<file path="src/rtl/u8dbg_pkg.sv">
// Shared definitions for the nX-u8 debug host bridge: FSM encodings, frame layout, response bytes.
// Latency: n/a (types and constants only).
// Backpressure: n/a.
package u8dbg_pkg;

  // Main sequencer states (4-bit encoding).
  typedef enum logic [3:0] {
    S_IDLE   = 4'd0,
    S_GET_HI = 4'd1,
    S_GET_LO = 4'd2,
    S_ISSUE  = 4'd3,
    S_WAIT   = 4'd4,
    S_SEND   = 4'd5
  } state_e;

  // Command byte0 layout: {reg[6:0], dir}.
  localparam int DIR_BIT = 0;
  localparam int REG_MSB = 7;
  localparam int REG_LSB = 1;

  localparam logic [7:0] ACK_DEFAULT = 8'hA5;
  localparam logic [7:0] NAK_DEFAULT = 8'hEE;

  // Timeout counter width; a 1-cycle timeout still needs one bit.
  function automatic int cnt_width(input int n);
    return (n > 1) ? $clog2(n) : 1;
  endfunction

endpackage

</file>
<file path="src/rtl/u8dbg_resp_tx.sv">
// Two-entry response serialiser: loaded with one or two bytes, presents them in order on a valid/ready port.
// Latency: first byte valid the cycle after load_i; second byte valid the cycle after the first is accepted.
// Backpressure: tx_data_o/tx_valid_o hold until tx_ready_i; load_i is only issued while the serialiser is empty.
// Ports: clk/rst_n; load_i/two_i/b0_i/b1_i load side; tx_data_o/tx_valid_o/tx_ready_i host side;
//        done_o pulses on the edge where the final byte is accepted.
module u8dbg_resp_tx (
  input  logic       clk,
  input  logic       rst_n,
  input  logic       load_i,
  input  logic       two_i,
  input  logic [7:0] b0_i,
  input  logic [7:0] b1_i,
  output logic [7:0] tx_data_o,
  output logic       tx_valid_o,
  input  logic       tx_ready_i,
  output logic       done_o
);

  logic [7:0] data_q;
  logic [7:0] hold_q;
  logic       vld_q;
  logic       pend_q;
  logic       accept;

  assign accept = vld_q && tx_ready_i;

  always_ff @(posedge clk or negedge rst_n) begin
    if (!rst_n) begin
      data_q <= 8'h00;
      hold_q <= 8'h00;
      vld_q  <= 1'b0;
      pend_q <= 1'b0;
    end else if (load_i) begin
      data_q <= b0_i;
      hold_q <= b1_i;
      vld_q  <= 1'b1;
      pend_q <= two_i;
    end else if (accept) begin
      if (pend_q) begin
        data_q <= hold_q;
        pend_q <= 1'b0;
      end else begin
        // Park the data bus at zero while idle so it matches the reset view.
        data_q <= 8'h00;
        vld_q  <= 1'b0;
      end
    end
  end

  assign tx_data_o  = data_q;
  assign tx_valid_o = vld_q;
  assign done_o     = accept && !pend_q;

endmodule

</file>
<file path="src/rtl/u8dbg_host_bridge.sv">
// Host-side sequencer for the nX-u8 debug serial engine: parses 1/3-byte frames, issues one engine transaction, streams the response.
// Latency: dbg_start 1 cycle after the last frame byte; first response byte 1 cycle after dbg_trigger (NAK TIMEOUT_CYCLES+1 after start).
// Backpressure: rx_ready low from issue until the last response byte is accepted; response bytes hold until tx_ready.
// Ports: clk/rst_n; rx_* host command stream; tx_* host response stream; dbg_* engine interface;
//        busy (not idle) and err_timeout (sticky until the next accepted command byte).
module u8dbg_host_bridge
  import u8dbg_pkg::*;
#(
  parameter int         TIMEOUT_CYCLES = 4096,
  parameter logic [7:0] ACK_BYTE       = ACK_DEFAULT,
  parameter logic [7:0] NAK_BYTE       = NAK_DEFAULT
) (
  input  logic        clk,
  input  logic        rst_n,
  input  logic [7:0]  rx_data,
  input  logic        rx_valid,
  output logic        rx_ready,
  output logic [7:0]  tx_data,
  output logic        tx_valid,
  input  logic        tx_ready,
  output logic        dbg_start,
  output logic [6:0]  dbg_reg,
  output logic        dbg_dir,
  output logic [15:0] dbg_wdata,
  input  logic [15:0] dbg_rdata,
  input  logic        dbg_trigger,
  output logic        busy,
  output logic        err_timeout
);

  localparam int               CNT_W    = cnt_width(TIMEOUT_CYCLES);
  localparam logic [CNT_W-1:0] CNT_LAST = CNT_W'(TIMEOUT_CYCLES - 1);
  localparam logic [CNT_W-1:0] CNT_ONE  = CNT_W'(1);
  localparam logic [CNT_W-1:0] CNT_MAX  = '1;

  state_e            state_q,    state_d;
  logic              rx_ready_q, rx_ready_d;
  logic              start_q,    start_d;
  logic [6:0]        reg_q,      reg_d;
  logic              dir_q,      dir_d;
  logic [15:0]       wdata_q,    wdata_d;
  logic              busy_q,     busy_d;
  logic              err_q,      err_d;
  logic [CNT_W-1:0]  cnt_q,      cnt_d;

  logic              rx_acc;
  logic              in_wait;
  logic              resp_load;
  logic              resp_two;
  logic [7:0]        resp_b0;
  logic              tx_done;

  assign rx_acc  = rx_valid && rx_ready_q;
  assign in_wait = (state_q == S_WAIT);

  // Trigger has priority over the terminal count, so a coincident trigger still returns data.
  assign resp_load = in_wait && (dbg_trigger || (cnt_q == CNT_LAST));
  assign resp_two  = dbg_trigger && dir_q;
  assign resp_b0   = dbg_trigger ? (dir_q ? dbg_rdata[15:8] : ACK_BYTE) : NAK_BYTE;

  always_comb begin
    state_d = state_q;
    reg_d   = reg_q;
    dir_d   = dir_q;
    wdata_d = wdata_q;
    err_d   = err_q;
    cnt_d   = cnt_q;

    case (state_q)
      S_IDLE: begin
        if (rx_acc) begin
          reg_d   = rx_data[REG_MSB:REG_LSB];
          dir_d   = rx_data[DIR_BIT];
          err_d   = 1'b0;
          state_d = rx_data[DIR_BIT] ? S_ISSUE : S_GET_HI;
        end
      end
      S_GET_HI: begin
        if (rx_acc) begin
          wdata_d[15:8] = rx_data;
          state_d       = S_GET_LO;
        end
      end
      S_GET_LO: begin
        if (rx_acc) begin
          wdata_d[7:0] = rx_data;
          state_d      = S_ISSUE;
        end
      end
      S_ISSUE: begin
        cnt_d   = '0;
        state_d = S_WAIT;
      end
      S_WAIT: begin
        cnt_d = (cnt_q == CNT_MAX) ? cnt_q : cnt_q + CNT_ONE;
        if (dbg_trigger) begin
          state_d = S_SEND;
        end else if (cnt_q == CNT_LAST) begin
          err_d   = 1'b1;
          state_d = S_SEND;
        end
      end
      S_SEND: begin
        if (tx_done) state_d = S_IDLE;
      end
      default: state_d = S_IDLE;
    endcase

    // Outputs are registered from the next state so they line up with the state they describe.
    start_d    = (state_d == S_ISSUE);
    rx_ready_d = (state_d == S_IDLE) || (state_d == S_GET_HI) || (state_d == S_GET_LO);
    busy_d     = (state_d != S_IDLE);
  end

  always_ff @(posedge clk or negedge rst_n) begin
    if (!rst_n) begin
      state_q    <= S_IDLE;
      rx_ready_q <= 1'b0;
      start_q    <= 1'b0;
      reg_q      <= 7'h00;
      dir_q      <= 1'b0;
      wdata_q    <= 16'h0000;
      busy_q     <= 1'b0;
      err_q      <= 1'b0;
      cnt_q      <= '0;
    end else begin
      state_q    <= state_d;
      rx_ready_q <= rx_ready_d;
      start_q    <= start_d;
      reg_q      <= reg_d;
      dir_q      <= dir_d;
      wdata_q    <= wdata_d;
      busy_q     <= busy_d;
      err_q      <= err_d;
      cnt_q      <= cnt_d;
    end
  end

  u8dbg_resp_tx u_resp_tx (
    .clk        (clk),
    .rst_n      (rst_n),
    .load_i     (resp_load),
    .two_i      (resp_two),
    .b0_i       (resp_b0),
    .b1_i       (dbg_rdata[7:0]),
    .tx_data_o  (tx_data),
    .tx_valid_o (tx_valid),
    .tx_ready_i (tx_ready),
    .done_o     (tx_done)
  );

  assign rx_ready    = rx_ready_q;
  assign dbg_start   = start_q;
  assign dbg_reg     = reg_q;
  assign dbg_dir     = dir_q;
  assign dbg_wdata   = wdata_q;
  assign busy        = busy_q;
  assign err_timeout = err_q;

endmodule

</file>
<file path="config.mk">
export PLATFORM = sky130hd
export DESIGN_NAME = u8dbg_host_bridge
export DESIGN_NICKNAME = d
export VERILOG_FILES = /design/src/rtl/u8dbg_pkg.sv /design/src/rtl/u8dbg_resp_tx.sv /design/src/rtl/u8dbg_host_bridge.sv
export SDC_FILE = /design/constraint.sdc
export NUM_CORES = 1
export LEC_CHECK = 0
export ABC_AREA = 1
export CAP_MARGIN = 10
export CORE_UTILIZATION = 54
export DETAILED_ROUTE_END_ITERATION = 8
export PLACE_DENSITY = 0.85
export SETUP_SLACK_MARGIN = 0.2
export SYNTH_ARGS = -nofsm -noshare
export SYNTH_HDL_FRONTEND = slang
export SYNTH_SLANG_ARGS = --single-unit
</file>
<file path="constraint.sdc">
create_clock -name clk -period 2.8 [get_ports clk]
set_clock_uncertainty 0.05 [all_clocks]
set_input_delay 0.84 -clock clk [delete_from_list [all_inputs] [get_ports clk]]
set_output_delay 0.84 -clock clk [all_outputs]
set_load 0.02 [all_outputs]
</file>
**Word-level counts from Yosys, hierarchy flattened**

Index checks and enable logic that the tools add are counted.

- Divide/modulo/power cells: 0
- Multiply operators: 0
- Equality and inequality tests: 14
- Bitwise gates (word level): 0
- Multiplexer cells: 24
- Reductions and logical operators: 21
- Add/sub/neg operators: 1
- Magnitude comparators: 0
- Shifts and indexed selects: 0

Operators by type and width:

| kind | number |
|---|---|
| $mux W8 | 5 |
| $mux W4 | 6 |
| $pmux W12 S2 | 1 |
| $pmux W4 S6 | 1 |
| $eq A4 B2 Y1 const B | 4 |
| $add A12 B1 Y12 const B | 1 |
| $eq A12 B12 Y1 const B | 1 |
| $mux W12 | 1 |
| $reduce_and A2 Y1 | 5 |
| $eq A4 B1 Y1 const B | 2 |
| $eq A4 B3 Y1 const B | 2 |
| $logic_not A4 Y1 | 2 |
| $mux W1 | 8 |
| $ne A2 B2 Y1 const B | 4 |
| $reduce_bool A2 Y1 | 3 |
| $logic_and A1 B1 Y1 | 5 |
| $reduce_and A4 Y1 | 1 |
| $reduce_bool A4 Y1 | 1 |
| $logic_or A1 B1 Y1 | 3 |
| $mux W2 | 1 |
| $ne A2 B1 Y1 const B | 1 |
| $pmux W1 S2 | 1 |
| $logic_not A1 Y1 | 1 |

- Latch bits: 0
- RAM bits: 0
- Memories kept: 0
- Register bits after elaboration: 62
- Bits in read-only memories: 0
- Output and inout bits: 37
- Bits of input ports: 29
- Logic and storage cells: 74

**Depth between registers and ports, before layout**

- Depth after elaboration: 7
- Depth in mapped cells: 10
- Gate-level depth less buffers: 9

**Hierarchy**

Synthesis repeated with hierarchy kept, for this count alone.

- Cells, all modules: 374
- Area, all modules: 3034.2 um^2

Modules (own cells, without submodules):

| module | area an instance (um^2) | cells an instance | seq. area each (um^2) | instances |
|---|---|---|---|---|
| u8dbg_host_bridge | 2152.1 | 269 | 1101.1 | 1 |
| u8dbg_resp_tx | 882.1 | 105 | 450.4 | 1 |

**Worst setup path after synthesis**

No wires, ideal clock.

- Path type: in2reg
- From: in rx_valid
- To: reg start_q (netlist: dbg_start)
- Required time: 2.631 ns
- Cell stages on the path: 7
- Path buffers: 0
- Data arrival time: 1.575 ns
- Setup time: 0.119 ns
- Setup slack: 1.056 ns
- Cell sequence: nand2_1 > inv_1 > nand3_1 > nand2_1 > nor2_1 > nand2_2 > and2_1

- Cells in the longest elaborated chain, start to end: 4
- Elaborated cells on any way between the ends: 6
- Those cells by class: eq/ne (1); mux (4); reduce/logical (1)

RTL lines:

| what | line | RTL |
|---|---|---|
| start, declared | u8dbg_host_bridge.sv:16 | `input logic rx_valid,` |
| $logic_and A1 B1 Y1 (*) | u8dbg_host_bridge.sv:53 | `assign rx_acc = rx_valid && rx_ready_q;` |
| $mux W4 (on tied branches) | u8dbg_host_bridge.sv:85, u8dbg_host_bridge.sv:71, u8dbg_host_bridge.sv:79 |  |
| $pmux W4 S6 (*) | u8dbg_host_bridge.sv:69 | `case (state_q)` |
| via state_d[0] | u8dbg_host_bridge.sv:36 | `state_e state_q, state_d;` |
| $eq A4 B2 Y1 (*) | u8dbg_host_bridge.sv:110 | `start_d = (state_d == S_ISSUE);` |
| via start_d | u8dbg_host_bridge.sv:38 | `logic start_q, start_d;` |
| end signal, assigned | u8dbg_host_bridge.sv:129 | `start_q <= start_d;` |
| end, declared | u8dbg_host_bridge.sv:38 |  |

The timed path passes the listed nets; every way through them passes the cells marked *.
A chain may end at the register's enable or synchronous reset.

**Final worst setup path**

- From: reg dir_q (netlist: dbg_dir)
- To: out dbg_dir

RTL lines:

| what | line | RTL |
|---|---|---|
| start, declared | u8dbg_host_bridge.sv:40 | `logic dir_q, dir_d;` |
| start signal, assigned | u8dbg_host_bridge.sv:131 | `dir_q <= dir_d;` |
| end, declared | u8dbg_host_bridge.sv:23 | `output logic dbg_dir,` |

No word-level cell between the ends.

==> impl_results.md <==
- Maximum capacitance violations: 0
- CP startpoint kind: flop
- Worst-path clk slew: 0.07 ns
- Pwr/cell area: 959 mW/mm²
- Worst path buffer plus inverter count: 1
- Period minus WS final: 2.33 ns
- Syn Area/Cell: 8.33 µm²
- CP cell instances: clkdlybuf4s50_1
- CP required: 1.91 ns
- Critical-path maximum fanout: 6
- Area contributors post-synth: dfrtp_1 54%, nand2_1 13%, nand3_1 6.8%
- Height of the die: 75.1 µm
- Post-Synth Simple-Gate Area: 0.283
- Hold WC Path Type: in -> async
- Area Growth Syn to Fin: 31.9%
- Fmax: 429 MHz
- Largest net degree at the start of global routing: 42
- Setup violations, final: 0
- Clk sinks: 62
- DR vias/cell: 5.26
- Most frequent cells in the layout: 103 x nand2_1, 64 x clkdlybuf4s50_1, 62 x dfrtp_1, 39 x nand3_1, 35 x inv_1
- Critical Path AT: 1.44 ns
- Buffer depth of the longest clock path: 2
- Post-synth top area share: 0.538
- Drt pass-1 iters: 4
- Tcrit/Tclk final: 0.832
- Crit path launch: dbg_dir
- Leak Pwr: 0.00181 µW
- CTS tree: done
- Mapped cell area: 0.00288 mm²
- Met1 Track Usage GR: 0.339
- Register area share after synthesis: 0.538
- Critical path endpoint category: primary output
- Starting Density: 0.564
- Total setup buffers inserted after CTS: 0
- Worst Tran Pin Value: 0.624 ns
- RSZ-0062 raised after global routing: false
- Cell taking the most area after synthesis: dfrtp_1
- Max_slew headroom: 0.583
- Vias in the first global route: 2450
- Setup_tns: 0 ns
- Row count: 26
- Initial antenna violation count: 0
- ANT cells: 0
- CTS Buf Count: 9
- Outcome: finished, final reports clean
- Largest register FFs: 16
- Routability Congestion: 0.887
- Cts hold-fix bufs: 0
- Post-synthesis cell type count: 29
- FF-to-FF Start: cnt_q[0]
- Post-synthesis mux area share: 0
- Residual DRC: 0
- GRT overflow: 0
- Post-DP HPWL: 4.61 mm
- Largest family of logic cells by synthesized area: simple AND/OR/NAND/NOR gates
- Initial DRC count: 163
- Fin. Hold Viols: 0
- Synth Area in XOR/XNOR: 0.0152
- Commonest non-fill, non-tap cell in the layout: nand2_1
- Fin. max-slew vios: 0
- Flops & latches, synth: 62
- Clock Latency Late Sink: 0.34 ns
- CTS Root Cell: clkbuf_8
- Final ANT Viol Nets: 0
- Die area: 0.00563 mm²
- Yosys Warn Count: 0
- Post-cts resize count: 0
- Worst path max stage delay: 0.65 ns
- Peak VDD IR: 0.643 mV
- H-tree depth: 3
- Global-route wire length before repair: 10.8 mm
- WS Path Type: reg -> out
- NumNets Final: 447
- Layout Cells excl Fill: 492
- Max stage delay cell, worst path: clkdlybuf4s50_1
- Total power draw: 3640 µW
- IO Count: 66
- Compound-Gate Fraction of Synth Area: 0.0851
- Post-Synth Adder-Cell Area: 0.00434
- Met2 usage: 0.396
- Core region area: 0.00511 mm²
- Detailed-route wire length per cell: 13.3 µm
- Layout cell share with drive strength beyond 1: 0.0900
- Total GRT Usage: 0.263
- Drt total wl: 6.53 mm
- Port bufs: 65
- Synth Instances: 346
- Die Wd: 75.1 µm
- Dpl cells: 476
- GR Util met3: 0.0750
- DR vias: 2586
- CP delay by family, top: buffers and inverters
- Syn_nets: 376
- GRT Max-Usage Layer: met2
final timing paths:
kind	slack, ns	cells after the start	endpoint
worst min register to register	0.44	2	u_resp_tx.hold_q[0]
worst max-delay path	0.47	1	dbg_dir
worst max register to register	0.71	8	u_resp_tx.pend_q
min in group clk	0.44	2	u_resp_tx.hold_q[0]
worst min-delay path	0.41	1	cnt_q[3]
max in group asynchronous	1.70	2	rx_ready
logic make-up after synthesis:
| group | after synthesis |
|---|---|
| AND/OR/NAND/NOR | 182 |
| adder cells (fa/ha/maj) | 1 |
| buffers and inverters | 48 |
| AO/OA/AOI/OAI | 47 |
| XOR/XNOR | 5 |
| flip-flops | 62 |
| other | 1 |
area by class of cell:
cell class / instances / area, µm²
flip-flops and latches: 62 / 1550
fillers: 394 / 1310
multi-input cells: 236 / 1120
repair buffers: 71 / 703
inverters: 37 / 139
clock buffers: 10 / 138
well taps: 70 / 87.6
clock inverters: 6 / 61.3
cell usage after synthesis:
library cell	n
o21ai_1	7
o32ai_1	1
nand2_1	103
nor3_1	2
clkbuf_1	3
o211ai_1	1
buf_2	3
inv_2	2
nand3_2	2
nand2_4	1
o21ai_0	34
buf_6	2
nor2_1	21
o22ai_1	1
ha_1	1
nand4_4	1
inv_1	35
nor2_4	2
buf_4	3
xor2_1	5
nand3_1	39
and2_1	1
a21oi_1	2
conb_1	1
nor2_2	3
dfrtp_1	62
nand4_1	3
o21bai_1	1
nand2_2	4
metal layers:
metal / share of wire / up-vias / routed length, µm
met3: 0.077 / 14 / 500
met4: 0.021 / 0 / 136
li1: - / 1245 / -
met2: 0.47 / 100 / 3050
met1: 0.43 / 1227 / 2840
met5: 0 / - / 0
power by group:
part / switching (µW) / internal, µW
Clock: 354 / 431
Sequential: 219 / 1230
Combinational: 768 / 640
Total: 1340 / 2300
metrics by stage:
stage / setup slack (ns) / util / instance area [µm²] / hold WS (ns)
floorplan: 1.06 / - / 2880 / 0.399
global placement: 0.359 / 0.705 / 3600 / 0.413
detailed placement: 0.303 / 0.705 / 3600 / 0.422
CTS: 0.465 / 0.744 / 3800 / 0.424
global route: 0.429 / 0.744 / 3800 / 0.458
finish: 0.470 / 0.744 / 3800 / 0.415
(Power assumes the default switching activity.)
